File: config.mk
export PLATFORM = sky130hd
export DESIGN_NAME = panxi_ctrl
export DESIGN_NICKNAME = d
export VERILOG_FILES = /design/src/rtl/panxi_ctrl_pkg.sv /design/src/rtl/panxi_ctrl.sv
export SDC_FILE = /design/constraint.sdc
export NUM_CORES = 1
export LEC_CHECK = 0
export BUFFER_PORTS_ARGS = -buffer_cell sky130_fd_sc_hd__clkbuf_2
export CAP_MARGIN = 20
export CORE_MARGIN = 3
export CORE_UTILIZATION = 51
export CTS_CLUSTER_SIZE = 40
export DETAILED_ROUTE_END_ITERATION = 6
export GPL_ROUTABILITY_DRIVEN = 0
export PLACE_DENSITY = 0.82
export SYNTH_ARGS = -nofsm -noshare
export SYNTH_HDL_FRONTEND = slang
export SYNTH_SLANG_ARGS = --single-unit
File: constraint.sdc
create_clock -name clk -period 2.6 [get_ports clk]
set_input_delay 0.52 -clock clk [delete_from_list [all_inputs] [get_ports clk]]
set_output_delay 0.52 -clock clk [all_outputs]
set_load 0.02 [all_outputs]
File: src/rtl/panxi_ctrl_pkg.sv
// Shared constants for the pipeline control block: hold codes, datapath width
// and FSM state encodings.
package panxi_ctrl_pkg;

  localparam int unsigned PANXI_DW   = 32;
  localparam int unsigned HOLD_WIDTH = 3;

  localparam logic [HOLD_WIDTH-1:0] HOLD_NONE = 3'd0;
  localparam logic [HOLD_WIDTH-1:0] HOLD_PC   = 3'd1;
  localparam logic [HOLD_WIDTH-1:0] HOLD_IF   = 3'd2;
  localparam logic [HOLD_WIDTH-1:0] HOLD_ID   = 3'd3;

  typedef enum logic [1:0] {
    StRun  = 2'd0,
    StPend = 2'd1,
    StHalt = 2'd2
  } panxi_state_e;

endpackage

File: src/rtl/panxi_ctrl.sv
// Pipeline control: arbitrates redirect requests (interrupt over execute jump),
// defers a redirect while the bus arbiter or debug halt stalls the core, and
// produces the pipeline hold code.
// Optional feature: define PANXI_CTRL_TIMEOUT_EN to build the sticky bus-hold
// timeout detector; otherwise hold_timeout_xo is tied low.
module panxi_ctrl
  import panxi_ctrl_pkg::*;
#(
  parameter int unsigned TIMEOUT_CYC = 255
) (
  input  logic                  clk,
  input  logic                  rst,
  input  logic                  jmp_req_ex_xi,
  input  logic [PANXI_DW-1:0]   jmp_addr_ex_xi,
  input  logic                  hold_req_ex_xi,
  input  logic                  int_req_xi,
  input  logic [PANXI_DW-1:0]   int_addr_xi,
  input  logic                  hold_req_rib_xi,
  input  logic                  halt_req_jtag_xi,
  output logic                  jmp_en_xo,
  output logic [PANXI_DW-1:0]   jmp_addr_xo,
  output logic [HOLD_WIDTH-1:0] hold_flag_xo,
  output logic                  pend_xo,
  output logic                  halted_xo,
  output logic                  hold_timeout_xo
);

  panxi_state_e        state_q, state_d;
  logic                slot_vld_q, slot_vld_d;
  logic [PANXI_DW-1:0] slot_addr_q, slot_addr_d;
  logic                timeout_flag;

  // Interrupt wins; a simultaneous execute jump is dropped.
  logic                req_vld;
  logic [PANXI_DW-1:0] req_addr;
  assign req_vld  = int_req_xi | jmp_req_ex_xi;
  assign req_addr = int_req_xi ? int_addr_xi : jmp_addr_ex_xi;

  // State and pending-slot registers.
  always_ff @(posedge clk) begin
    if (rst) begin
      state_q     <= StRun;
      slot_vld_q  <= 1'b0;
      slot_addr_q <= '0;
    end else begin
      state_q     <= state_d;
      slot_vld_q  <= slot_vld_d;
      slot_addr_q <= slot_addr_d;
    end
  end

  // Next state, slot update, redirect issue and hold code.
  always_comb begin
    logic                issue;
    logic [PANXI_DW-1:0] issue_addr;
    state_d     = state_q;
    slot_vld_d  = slot_vld_q;
    slot_addr_d = slot_addr_q;
    issue       = 1'b0;
    issue_addr  = '0;

    unique case (state_q)
      StRun: begin
        if (halt_req_jtag_xi) begin
          // Keep a redirect arriving with the halt so it is not lost.
          state_d = StHalt;
          if (req_vld) begin
            slot_vld_d  = 1'b1;
            slot_addr_d = req_addr;
          end
        end else if (hold_req_rib_xi) begin
          if (req_vld) begin
            slot_vld_d  = 1'b1;
            slot_addr_d = req_addr;
            state_d     = StPend;
          end
        end else if (req_vld) begin
          issue      = 1'b1;
          issue_addr = req_addr;
        end
      end
      StPend: begin
        // Only an interrupt may replace the captured target.
        if (int_req_xi) begin
          slot_addr_d = int_addr_xi;
        end
        if (halt_req_jtag_xi) begin
          state_d = StHalt;
        end else if (!hold_req_rib_xi) begin
          issue      = 1'b1;
          issue_addr = slot_addr_d;
          slot_vld_d = 1'b0;
          state_d    = StRun;
        end
      end
      StHalt: begin
        if (int_req_xi) begin
          slot_vld_d  = 1'b1;
          slot_addr_d = int_addr_xi;
        end
        if (!halt_req_jtag_xi) begin
          state_d = slot_vld_d ? StPend : StRun;
        end
      end
      default: begin
        state_d    = StRun;
        slot_vld_d = 1'b0;
      end
    endcase

    jmp_en_xo       = issue;
    jmp_addr_xo     = issue ? issue_addr : '0;
    pend_xo         = slot_vld_q;
    halted_xo       = (state_q == StHalt);
    hold_timeout_xo = timeout_flag;

    if (halt_req_jtag_xi || (state_q == StHalt)) begin
      hold_flag_xo = HOLD_ID;
    end else if (hold_req_rib_xi) begin
      hold_flag_xo = HOLD_PC;
    end else if (issue) begin
      hold_flag_xo = HOLD_ID;
    end else if (hold_req_ex_xi) begin
      hold_flag_xo = HOLD_ID;
    end else begin
      hold_flag_xo = HOLD_NONE;
    end

    // Outputs are forced quiet while reset is applied, whatever the inputs.
    if (rst) begin
      jmp_en_xo       = 1'b0;
      jmp_addr_xo     = '0;
      hold_flag_xo    = HOLD_NONE;
      pend_xo         = 1'b0;
      halted_xo       = 1'b0;
      hold_timeout_xo = 1'b0;
    end
  end

`ifdef PANXI_CTRL_TIMEOUT_EN
  localparam logic [7:0] TimeoutThr = 8'(TIMEOUT_CYC);

  logic [7:0] to_cnt_q, to_cnt_d;
  logic       to_flag_q;

  // Saturating count of consecutive bus-hold cycles.
  always_comb begin
    to_cnt_d = 8'd0;
    if (hold_req_rib_xi) begin
      to_cnt_d = (to_cnt_q == 8'hFF) ? to_cnt_q : to_cnt_q + 8'd1;
    end
  end

  // Counter register and sticky timeout flag.
  always_ff @(posedge clk) begin
    if (rst) begin
      to_cnt_q  <= 8'd0;
      to_flag_q <= 1'b0;
    end else begin
      to_cnt_q <= to_cnt_d;
      if (to_cnt_d >= TimeoutThr) begin
        to_flag_q <= 1'b1;
      end
    end
  end

  assign timeout_flag = to_flag_q;
`else
  assign timeout_flag = 1'b0;
`endif

endmodule

==> results of run 1 <==
[through the flow]
step           util (%)  hold slack, ps  total power, mW  cell area, sq um  setup TNS, ps
2_1_floorplan         -             447             1.54              3600              0
3_3_place_gp       63.3             455             1.74              4180              0
3_5_place_dp       63.3             469             1.79              4180              0
4_1_cts            69.1             480             2.35              4560          -1420
5_1_grt            70.0             503             2.51              4620          -2090
6_report           70.0             479             2.38              4620           -716
[critical path, delay by kind of cell, from the launching register on]
kind	cells	cell delay, ps
buffers and inverters	4	540
AND/OR/NAND/NOR	2	530
flip-flops	1	330
AO/OA/AOI/OAI	1	320
adder cells (fa/ha/maj)	1	140
[cell usage after synthesis, types with 2 or more instances]
library cell and number:
inv_1 5, buf_4 3, or3b_1 2, o21a_1 2
buf_2 9, o32a_1 27, buf_6 5, nor2_1 38
mux2_2 32, ha_1 4, o32a_2 5, mux2i_1 98
buf_8 3, dfxtp_1 35, nand2b_1 32, nand2_1 34
clkbuf_1 26, o21ai_0 3, o211ai_1 33
[routing by layer]
layer / share of wire, % / wire [microns] / track usage, %
met5: 0 / 0 / 0
met4: 1.4 / 140 / 7.14
met3: 4.3 / 444 / 4.26
met2: 52 / 5270 / 43.7
met1: 43 / 4350 / 29.3
[worst min path at each step]
stage | startpoint | endpoint | slack, ps | depth (start not counted)
final | slot_addr_q[5] | slot_addr_q[5] | 480 | 2
after global routing | slot_addr_q[13] | slot_addr_q[13] | 500 | 2
after CTS | slot_addr_q[14] | slot_addr_q[14] | 480 | 2
after detailed placement | slot_addr_q[14] | slot_addr_q[14] | 470 | 2
after global placement | slot_addr_q[19] | slot_addr_q[19] | 460 | 2
after floorplan | slot_addr_q[0] | slot_addr_q[0] | 450 | 2
[cell usage in the layout, fill, tap and decap left out, types with 2 or more instances in the layout]
| cell type | n |
|---|---|
| buf_6 | 4 |
| mux2_2 | 32 |
| inv_2 | 3 |
| or3b_4 | 2 |
| nor2_4 | 2 |
| buf_12 | 6 |
| dfxtp_1 | 33 |
| inv_1 | 3 |
| o21a_1 | 2 |
| dfxtp_2 | 2 |
| o32a_1 | 27 |
| conb_1 | 2 |
| buf_4 | 47 |
| nor2_1 | 33 |
| o32a_2 | 5 |
| o21ai_0 | 2 |
| clkbuf_2 | 73 |
| o211ai_1 | 33 |
| clkbuf_8 | 7 |
| nor2_2 | 3 |
| nand2_1 | 34 |
| mux2i_1 | 98 |
| nand2b_1 | 32 |
| ha_1 | 2 |
| buf_16 | 3 |
| ha_4 | 2 |
[cell type report]
type                       instances  area share (%)
multi-input combinational        326            58.0
inverter                           6           0.488
sequential                        35            15.2
tap                               93            2.52
clock buffer                       8            2.17
timing repair buffer             134            21.6
[cell families after synthesis]
| kind of cell | after synthesis |
|---|---|
| AOI/OAI and AO/OA | 79 |
| adders and majority gates | 4 |
| buffers and inverters | 52 |
| DFF | 35 |
| muxes | 130 |
| other | 1 |
| and+or+nand+nor | 111 |
[state kept, by name (all words and copies together), names as in the netlist]
signal / flops
slot_vld_q: 1
state_q: 2
slot_addr_q: 32
[power by group]
group	leakage, nW	internal [mW]	switching, mW	total [mW]
clock network	0.0515	0.242	0.208	0.450
registers	0.291	0.641	0.0764	0.717
logic	1.72	0.636	0.579	1.22
total	2.07	1.52	0.863	2.38
[what timing repair did]
item / in CTS / in global routing
resized for setup: 47 / 44
buffers inserted: 6 / 2
pin swaps: 2 / 19
hold endpoints to repair: 0 / 0
setup endpoints to repair: 34 / 35
cloned: 4 / 0
==> impl_results.rst, run 1 <==
.. list-table::
   :header-rows: 1

   * - Metric
     - Value
   * - H-tree depth
     - 2
   * - Sequential-to-total area share from yosys stat
     - 19.5%
   * - Unique cell type count in the Yosys netlist
     - 35
   * - Cell-by-cell listing of the critical path
     - inv_2 > ha_4 > or3b_4 > buf_12 > buf_16 > o32a_1 > nor2_1 > buf_4
   * - Detail Route Antenna Nets
     - 0
   * - DP Cell Count
     - 582
   * - Growth of design area from synthesis to finish
     - 28.4%
   * - Filler instances
     - ~540
   * - Cell types with the largest area share after synthesis
     - mux2i_1 (27%), dfxtp_1 (19%), mux2_2 (10%)
   * - Layout cell share with drive strength beyond 1
     - 38.9%
   * - Reg area
     - 703 sq um
   * - Launching element of the worst setup path
     - state_q[0]
   * - Power per cell area
     - between 500 and 600 mW/mm^2
   * - Max incr delay on CP
     - 430 ps
   * - Final layout net count
     - 583
   * - DRC violation count after routing
     - 0
   * - Syn_area_per_cell
     - 8.73 sq um
   * - Clock tree root driver cell
     - clkbuf_8
   * - Fin cells
     - ~600
   * - Number of setup violations in the final report
     - 22
   * - Kind of end point of the critical path
     - output port
   * - Inserted Diodes
     - 0
   * - Synthesis-stage register bit count
     - 35
   * - Combinational family with the most area after synthesis
     - multiplexers
   * - Initial antenna violation count
     - 0
   * - Critical path fanouts, max
     - 9
   * - Via total after detailed routing
     - 3643
   * - Worst supply voltage drop on vdd
     - 358 uV
   * - Fraction of the mapped netlist area in adder cells
     - between 1 and 1.5%
   * - Number of warnings issued by yosys
     - 0
   * - Max Clock Freq
     - 374 MHz
   * - Slew @ Worst Pin
     - 1020 ps
   * - Maximum number of pins on one net before global-route repair
     - 43
   * - Wire length per cell
     - 17.0 microns
   * - Area enclosed by the die boundary
     - 0.00810 sq mm
   * - Initial Util
     - 54.5%
   * - Area of the multi-input gates
     - 0.00268 sq mm
   * - Cell Area, Synth
     - 0.00360 sq mm
   * - Post-route setup slack
     - -76.0 ps
   * - Critical-path top delay cell
     - or3b_4
   * - Max-capacitance violation count
     - 0
   * - Ratio of routed vias to standard cells
     - 6.05
   * - Static leakage
     - slightly above 2 nW
   * - Clock latency of the later-clocked register in the worst-skew pair
     - slightly below 300 ps
   * - Number of primary I/O pins
     - between 100 and 150
   * - Arrival time reported for the critical path endpoint
     - 2160 ps
   * - Critical R2R Launch
     - state_q[0]
   * - Synth async-reset ratio
     - 0%
   * - Total iterations of the first detailed-routing run
     - 4
   * - Share of cell area taken by muxes after synthesis
     - 37.3%
   * - Worst R2R Path Depth
     - 7
   * - Period Utilization, post-route
     - 103%
   * - Worst r2r dst
     - slot_addr_q[17]
   * - Overflow left after global routing
     - 0
   * - Detailed Route WL
     - 10200 microns
   * - Wire length of the first global-routing pass
     - 16700 microns
   * - Launching element type of the critical path
     - register
   * - CP endpoint
     - jmp_addr_xo[10]
   * - Fraction of the mapped netlist area in compound gates
     - 19.2%
   * - Library cell with the largest summed area after synthesis
     - mux2i_1
   * - HPWL after detailed placement
     - 6610 microns
   * - Unrepaired setup endpoints after global routing
     - yes
   * - Ys flop type
     - dfxtp_1
   * - Count of flip-flops with a built-in enable after synthesis
     - 0
   * - Setup Skew
     - 6.99 ps
   * - Worst rel slew slack
     - 32.1%
   * - Total number of placement rows
     - 29
   * - Portion of synthesized cell area occupied by the leading cell type
     - a little over a quarter
   * - DR iter-0 viols
     - 183
   * - Count of mapped cells out of synthesis
     - 412
   * - Area share of xor/xnor cells in the synthesized design
     - 0%
   * - Setup slack of the worst register-to-register path
     - 460 ps
   * - Tmin final
     - between 2000 and 3000 ps
   * - Number of global-route vias before repair
     - roughly 3500
   * - Count of hold buffers inserted by post-cts repair
     - 0
   * - Clock tree from TritonCTS
     - yes
   * - Clk buf depth
     - 2
   * - Total routing usage reported by global routing
     - between 20% and 30%
   * - Worst setup slack before clock tree synthesis
     - 138 ps
   * - Chip height
     - about 90 microns
   * - Outcome
     - finished, violations left
   * - Num Clock Sinks
     - 35
   * - Hold Vio Cnt, Final
     - 0
   * - Data required time at the worst endpoint
     - ~2100 ps
   * - Post-Synth Simple-Gate Area
     - 14.6%
   * - Violations in the final reports
     - negative setup slack
   * - IO buf count
     - 107
   * - Core region area
     - approximately 0.0066 sq mm
   * - Max Slew Vio Count
     - 0
   * - Cts bufs inserted
     - 5
   * - Classification of the worst-slack hold path
     - register to register
   * - Classification of the worst setup path
     - register to output port
   * - Clk slew on worst S/H paths
     - 80 ps
   * - Chip Width
     - 90 microns
(Power assumes the default switching activity.)
==> run 2: changes to the inputs <==
Settings changed: ABC_AREA set to 1, PLACE_DENSITY 0.82 to 0.84.
==> impl_results.rst, run 2 <==
.. list-table::
   :header-rows: 1

   * - Metric
     - Value
   * - Outcome
     - complete, no violations (was finished, violations left)
   * - Static leakage
     - 2.15 nW (was 2.07 nW)
   * - Ratio of routed vias to standard cells
     - 4.87 (was 6.05)
   * - Detail Route Antenna Nets
     - 0 (unchanged)
   * - Reported net switching power
     - 1.36 mW (was 0.863 mW)
   * - IO buf count
     - 107 (unchanged)
   * - Area after detailed placement
     - 0.00368 sq mm (was 0.00418 sq mm)
   * - Flip-flop count of the largest register, all copies and words added
     - 32 (unchanged)
   * - Count of hold buffers inserted by post-cts repair
     - 0 (unchanged)
   * - Growth of design area from synthesis to finish
     - 18.8% (was 28.4%)
   * - Switching Share
     - 48.1% (was 36.2%)
   * - Synth async-reset ratio
     - 0% (unchanged)
   * - Overflow left after global routing
     - 0 (unchanged)
   * - Clock tree from TritonCTS
     - yes (unchanged)
   * - Max Clock Freq
     - 415 MHz (was 374 MHz)
   * - Number of setup buffers added after CTS
     - 0 (was 6)
   * - Chip Width
     - 84.8 microns (was 90 microns)
   * - Post-route setup slack
     - 190 ps (was -76.0 ps)
   * - Filler instances
     - 610 (was 544)
   * - Chip height
     - 84.8 microns (was 90 microns)
   * - Unrepaired setup endpoints after global routing
     - no (was yes)
   * - Tmin final
     - 2410 ps (was 2680 ps)
   * - Maximum number of pins on one net before global-route repair
     - 65 (was 43)
   * - Worst rel slew slack
     - 56.5% (was 32.1%)
   * - DRC violation count after routing
     - 0 (unchanged)
   * - Arrival time reported for the critical path endpoint
     - 1890 ps (was 2160 ps)
   * - Clk buf depth
     - 2 (unchanged)
   * - Inserted Diodes
     - 0 (unchanged)
   * - Critical-path top delay cell
     - dfxtp_1 (was or3b_4)
   * - Reg area
     - 701 sq um (was 703 sq um)
   * - Number of primary I/O pins
     - 110 (unchanged)
   * - Core region area
     - 0.00596 sq mm (was 0.00660 sq mm)
   * - Area of the multi-input gates
     - 0.00206 sq mm (was 0.00268 sq mm)
   * - Portion of synthesized cell area occupied by the leading cell type
     - 40.1% (was 27.3%)
   * - Detailed Route WL
     - 8050 microns (was 10200 microns)
   * - Most frequent cells after synthesis
     - nand2_1 (338), nor2_1 (74), inv_1 (45) (was mux2i_1 (98), nor2_1 (38), dfxtp_1 (35))
   * - # resized after CTS
     - 0 (was 47)
   * - Classification of the worst setup path
     - register to output port (unchanged)
   * - Wire length of the first global-routing pass
     - 13700 microns (was 16700 microns)
   * - DR iter-0 viols
     - 129 (was 183)
   * - Ys flop type
     - dfxtp_1 (unchanged)
   * - Data required time at the worst endpoint
     - 2080 ps (about the same)
   * - Number of warnings issued by yosys
     - 0 (unchanged)
   * - Setup Skew
     - 5.09 ps (was 6.99 ps)
   * - Sum of buffers and inverters on the critical path
     - 3 (was 4)
   * - Cell types with the largest area share after synthesis
     - nand2_1 (40%), dfxtp_1 (22%), nor2_1 (8.8%) (was mux2i_1 (27%), dfxtp_1 (19%), mux2_2 (10%))
   * - Clock tree root driver cell
     - clkbuf_8 (unchanged)
   * - Sequential-to-total area share from yosys stat
     - 22.1% (was 19.5%)
   * - Most common library cell in the layout ignoring fill and taps
     - nand2_1 (was mux2i_1)
   * - Cts bufs inserted
     - 5 (unchanged)
   * - Total power of the final layout
     - 2.84 mW (was 2.38 mW)
   * - Count of mapped cells out of synthesis
     - 618 (was 412)
   * - Syn_area_per_cell
     - 5.12 sq um (was 8.73 sq um)
   * - H-tree depth
     - 2 (unchanged)
   * - Top library cells by usage in the layout, fill and taps aside
     - nand2_1 (338), clkbuf_2 (107), nor2_1 (74), inv_1 (45) (was mux2i_1 (98), clkbuf_2 (73), buf_4 (47), nand2_1 (34))
   * - Count of flip-flops with a built-in enable after synthesis
     - 0 (unchanged)
   * - Clk slew on worst S/H paths
     - 70 ps (was 80 ps)
   * - Fin cells
     - 784 (was 602)
   * - Max incr delay on CP
     - 370 ps (was 430 ps)
   * - Total routing usage reported by global routing
     - 22.3% (was 24.3%)
   * - Period Utilization, post-route
     - 92.7% (was 103%)
   * - Combinational cell fraction of total power
     - 58.8% (was 51.0%)
   * - Wire length per cell
     - 10.3 microns (was 17.0 microns)
   * - Layout cell share with drive strength beyond 1
     - 18.9% (was 38.9%)
   * - Initial antenna violation count
     - 0 (unchanged)
   * - Post-route standard cell area excluding fillers
     - 0.00376 sq mm (was 0.00462 sq mm)
   * - Cell Area, Synth
     - 0.00317 sq mm (was 0.00360 sq mm)
   * - Area enclosed by the die boundary
     - 0.00719 sq mm (was 0.00810 sq mm)
   * - Top delay family on crit path
     - buffers and inverters (unchanged)
   * - Accumulated negative setup slack
     - 0 ps (was -716 ps)
   * - Final layout net count
     - 783 (was 583)
   * - Launching element type of the critical path
     - register (unchanged)
   * - Worst supply voltage drop on vdd
     - 767 uV (was 358 uV)
   * - Initial Util
     - 53.2% (was 54.5%)
   * - Num Clock Sinks
     - 35 (unchanged)
   * - Via total after detailed routing
     - 3818 (was 3643)
   * - DP Cell Count
     - 776 (was 582)
   * - Slew @ Worst Pin
     - 652 ps (was 1020 ps)
   * - Sequential fraction of design power
     - 28.2% (was 30.1%)
   * - Synthesis-stage register bit count
     - 35 (unchanged)
   * - Part of the total power dissipated in the clock network
     - 13.0% (was 18.9%)
   * - Cell-by-cell listing of the critical path
     - inv_1 > ha_1 > nand2_2 > nor2_4 > buf_4 > o21ai_0 > nand3_1 > clkbuf_2 (was inv_2 > ha_4 > or3b_4 > buf_12 > buf_16 > o32a_1 > nor2_1 > buf_4)
   * - Unique cell type count in the Yosys netlist
     - 24 (was 35)
   * - Classification of the worst-slack hold path
     - register to register (unchanged)
   * - Total number of placement rows
     - 28 (was 29)
   * - Max-capacitance violation count
     - 0 (unchanged)
   * - Number of global-route vias before repair
     - 3317 (was 3535)
   * - Critical path fanouts, max
     - 19 (was 9)
   * - Clock latency of the later-clocked register in the worst-skew pair
     - 280 ps (was 290 ps)
   * - Hold Vio Cnt, Final
     - 0 (unchanged)
   * - Number of setup violations in the final report
     - 0 (was 22)
   * - Most frequent cell after synthesis
     - nand2_1 (was mux2i_1)
   * - HPWL after detailed placement
     - 6000 microns (was 6610 microns)
   * - Max Slew Vio Count
     - 0 (unchanged)
   * - Cell internal pwr
     - 1.47 mW (was 1.52 mW)
   * - Library cell with the largest summed area after synthesis
     - nand2_1 (was mux2i_1)
   * - Biggest regs
     - slot_addr_q: 32 flops, state_q: 2 flops, slot_vld_q: 1 flops (unchanged)
   * - Kind of end point of the critical path
     - output port (unchanged)
   * - Total iterations of the first detailed-routing run
     - 5 (was 4)
   * - Worst setup slack before clock tree synthesis
     - 314 ps (was 138 ps)
   * - Register with the highest flop count
     - slot_addr_q (unchanged)
   * - Power per cell area
     - 755 mW/mm^2 (was 516 mW/mm^2)
==> run 2: power groups by stage <==
| stage | sequential [mW] | clock (mW) | combinational, mW |
|---|---|---|---|
| after floorplan | 0.799 | 0 | 1.36 |
| after global placement | 0.808 | 0 | 1.60 |
| after detailed placement | 0.813 | 0 | 1.66 |
| after CTS | 0.802 | 0.380 | 1.67 |
| after global routing | 0.821 | 0.406 | 1.93 |
| final | 0.800 | 0.370 | 1.67 |
==> run 2: metal layers <==
layer	routed length [microns]	global-route usage [%]	vias up
met5	0	0	-
met4	129	7.19	0
met3	485	3.14	11
met2	3940	39.6	114
met1	3500	27.5	1648
li1	-	-	2045
==> run 2: layout make-up <==
class	instances	share of cell area, %
Multi-Input combinational cell	499	54.7
Sequential cell	35	18.6
Timing Repair Buffer	121	17.4
Inverter	46	4.59
Tap cell	75	2.50
Clock buffer	7	2.03
Clock inverter	1	0.133
==> run 2: worst register-to-register path: stages (launching register included) <==
cell and delay, ps:
dfxtp_1 380, inv_1 80, ha_1 290, inv_1 70, nand2_2 90, nand3_4 480, nor2_1 310, nor2_1 60
==> run 2: path summary, 6_finish.rpt <==
kind / end / cells past startpoint / startpoint / slack, ps
max: hold_flag_xo[0] / 8 / state_q[0] / 190
min: slot_addr_q[14] / 4 / slot_addr_q[14] / 520
max reg2reg: slot_addr_q[22] / 7 / state_q[1] / 740
min reg2reg: slot_addr_q[14] / 4 / slot_addr_q[14] / 520
==> run 2: cells by family after synthesis <==
group	count (synthesis)	share of synthesized area [%]
buffers and inverters	85	13.0
AO/OA/AOI/OAI	70	11.1
adder cells (fa/ha/maj)	4	1.58
other	1	0.118
AND/OR/NAND/NOR	423	52.1
flip-flops	35	22.1
==> run 2: metrics by stage <==
stage	hold slack [ps]	utilization [%]
finish	520	63.1
CTS	519	63.1
floorplan	489	-
global placement	500	61.8
detailed placement	509	61.8
global route	553	63.1
==> run 3: changes to the inputs <==
Settings changed: CTS_BUF_LIST set to sky130_fd_sc_hd__clkbuf_4, PLACE_DENSITY 0.84 to 0.9.
==> impl_results.rst, run 3 (synthesized netlist as in run 2, its figures left out) <==
.. list-table::
   :header-rows: 1

   * - Metric
     - Value
   * - Outcome
     - complete, no violations (unchanged)
   * - Clock tree root driver cell
     - clkbuf_4 (was clkbuf_8)
   * - Top delay family on crit path
     - buffers and inverters (unchanged)
   * - Critical path fanouts, max
     - 33 (was 19)
   * - Clock latency of the later-clocked register in the worst-skew pair
     - 340 ps (was 280 ps)
   * - Sum of buffers and inverters on the critical path
     - 3 (unchanged)
   * - Filler instances
     - 616 (was 610)
   * - HPWL after detailed placement
     - 6290 microns (was 6000 microns)
   * - Cell-by-cell listing of the critical path
     - inv_1 > ha_2 > nand2_2 > nor2_4 > buf_12 > nand2_1 > a21oi_1 > clkbuf_2 (was inv_1 > ha_1 > nand2_2 > nor2_4 > buf_4 > o21ai_0 > nand3_1 > clkbuf_2)
   * - Top library cells by usage in the layout, fill and taps aside
     - nand2_1 (338), clkbuf_2 (107), nor2_1 (74), inv_1 (45), dfxtp_1 (35) (was nand2_1 (338), clkbuf_2 (107), nor2_1 (74), inv_1 (45))
   * - Setup Skew
     - 3.65 ps (was 5.09 ps)
   * - Layout cell share with drive strength beyond 1
     - 19.2% (was 18.9%)
   * - Initial antenna violation count
     - 0 (unchanged)
   * - Static leakage
     - 2.13 nW (was 2.15 nW)
   * - Launching element type of the critical path
     - register (unchanged)
   * - Number of setup violations in the final report
     - 0 (unchanged)
   * - Area of the multi-input gates
     - 0.00206 sq mm (about the same)
   * - Chip Width
     - 84.8 microns (unchanged)
   * - Area enclosed by the die boundary
     - 0.00719 sq mm (unchanged)
   * - Cts bufs inserted
     - 5 (unchanged)
   * - Register with the highest flop count
     - slot_addr_q (unchanged)
   * - Worst supply voltage drop on vdd
     - 392 uV (was 767 uV)
   * - Clk buf depth
     - 2 (unchanged)
   * - Critical-path top delay cell
     - dfxtp_1 (unchanged)
   * - Worst rel slew slack
     - 58.5% (was 56.5%)
   * - Inserted Diodes
     - 0 (unchanged)
   * - Maximum number of pins on one net before global-route repair
     - 65 (unchanged)
   * - Detailed Route WL
     - 8680 microns (was 8050 microns)
   * - Arrival time reported for the critical path endpoint
     - 1930 ps (was 1890 ps)
   * - Max Slew Vio Count
     - 0 (unchanged)
   * - H-tree depth
     - 2 (unchanged)
   * - Classification of the worst setup path
     - register to output port (unchanged)
   * - Chip height
     - 84.8 microns (unchanged)
   * - Data required time at the worst endpoint
     - 2080 ps (about the same)
   * - Unrepaired setup endpoints after global routing
     - no (unchanged)
   * - Growth of design area from synthesis to finish
     - 17.9% (was 18.8%)
   * - Clk slew on worst S/H paths
     - 110 ps (was 70 ps)
   * - Overflow left after global routing
     - 0 (unchanged)
   * - DRC violation count after routing
     - 0 (unchanged)
   * - Max Clock Freq
     - 408 MHz (was 415 MHz)
   * - Ratio of routed vias to standard cells
     - 5.06 (was 4.87)
   * - DR iter-0 viols
     - 207 (was 129)
   * - Wire length per cell
     - 11.1 microns (was 10.3 microns)
   * - Max incr delay on CP
     - 350 ps (was 370 ps)
   * - Total routing usage reported by global routing
     - 24.1% (was 22.3%)
   * - Number of setup buffers added after CTS
     - 0 (unchanged)
   * - Initial Util
     - 53.2% (unchanged)
   * - Clock tree from TritonCTS
     - yes (unchanged)
   * - Num Clock Sinks
     - 35 (unchanged)
   * - Number of primary I/O pins
     - 110 (unchanged)
   * - Core region area
     - 0.00596 sq mm (unchanged)
   * - Kind of end point of the critical path
     - output port (unchanged)
   * - Total iterations of the first detailed-routing run
     - 5 (unchanged)
   * - Detail Route Antenna Nets
     - 0 (unchanged)
   * - Hold Vio Cnt, Final
     - 0 (unchanged)
   * - Period Utilization, post-route
     - 94.3% (was 92.7%)
   * - Via total after detailed routing
     - 3960 (was 3818)
   * - Hold slack
     - 520 ps (about the same)
   * - Biggest regs
     - slot_addr_q: 32 flops, state_q: 2 flops, slot_vld_q: 1 flops (unchanged)
   * - Power per cell area
     - 750 mW/mm^2 (was 755 mW/mm^2)
   * - Max-capacitance violation count
     - 0 (unchanged)
   * - Flip-flop count of the largest register, all copies and words added
     - 32 (unchanged)
   * - Final layout net count
     - 782 (was 783)
   * - Number of global-route vias before repair
     - 3743 (was 3317)
   * - Classification of the worst-slack hold path
     - register to register (unchanged)
   * - Tmin final
     - 2450 ps (was 2410 ps)
   * - Total number of placement rows
     - 28 (unchanged)
   * - Accumulated negative setup slack
     - 0 ps (unchanged)
   * - Slew @ Worst Pin
     - 622 ps (was 652 ps)
   * - Wire length of the first global-routing pass
     - 14800 microns (was 13700 microns)
   * - Reg area
     - 701 sq um (unchanged)
   * - Most common library cell in the layout ignoring fill and taps
     - nand2_1 (unchanged)
   * - IO buf count
     - 107 (unchanged)
## run 3: changes by cell type in the layout (fill, tap and decap cells not counted), sizes merged
| cell | previous run | this run |
|---|---|---|
| clkbuf | 114 | 113 |
| clkinvlp | 0 | 1 |
| buf | 14 | 13 |
## run 3: through the flow
| step | worst slack, ps | instance area [sq um] | total power [mW] | cells | utilization [%] |
|---|---|---|---|---|---|
| 3_3_place_gp | 336 | 3670 | 2.42 | 775 | 61.6 |
| 5_1_grt | 13.4 | 3730 | 3.12 | 783 | 62.6 |
| 2_1_floorplan | 621 | 3170 | 2.16 | 619 | - |
| 6_report | 149 | 3730 | 2.80 | 783 | 62.6 |
| 3_5_place_dp | 321 | 3670 | 2.49 | 775 | 61.6 |
| 4_1_cts | 87.7 | 3730 | 2.80 | 783 | 62.6 |
## run 3: cell type report
class	instances	area share [%]
Multi-Input combinational cell	499	55.2
Inverter	46	4.63
Sequential cell	35	18.8
Clock buffer	6	1.21
Clock inverter	2	0.335
Timing Repair Buffer	120	17.3
Tap cell	75	2.52
## run 3: final timing paths
kind                        start         endpoint  slack, ps  depth (start not counted)
setup / recovery       state_q[0]  jmp_addr_xo[10]        150                          8
setup reg to reg       state_q[1]   slot_addr_q[0]        700                          7
hold reg to reg   slot_addr_q[17]  slot_addr_q[17]        520                          4
hold / removal    slot_addr_q[17]  slot_addr_q[17]        520                          4
## run 3: metal layers
metal	global-route usage, %	share of wire (%)
met2	45.7	50
met5	0	0
met1	26.1	40
met4	11.1	2.5
met3	3.43	7.7
## run 3: where the power goes
group	internal, mW	switching, mW	leakage (nW)
Clock	0.115	0.186	0.0317
Combinational	0.547	1.15	1.81
Sequential	0.742	0.0604	0.291
Total	1.40	1.40	2.13
## run 3: timing repair
item | CTS | global route
gates resized for setup | 0 | 2
hold buffers | 0 | 0
setup endpoints to repair | 0 | 5
## run 3: tightest hold or removal path: cells and delay by family (launching register included)
kind / cells / cell delay, ps
AND/OR/NAND/NOR: 3 / 130
flip-flops: 1 / 310
buffers and inverters: 1 / 50
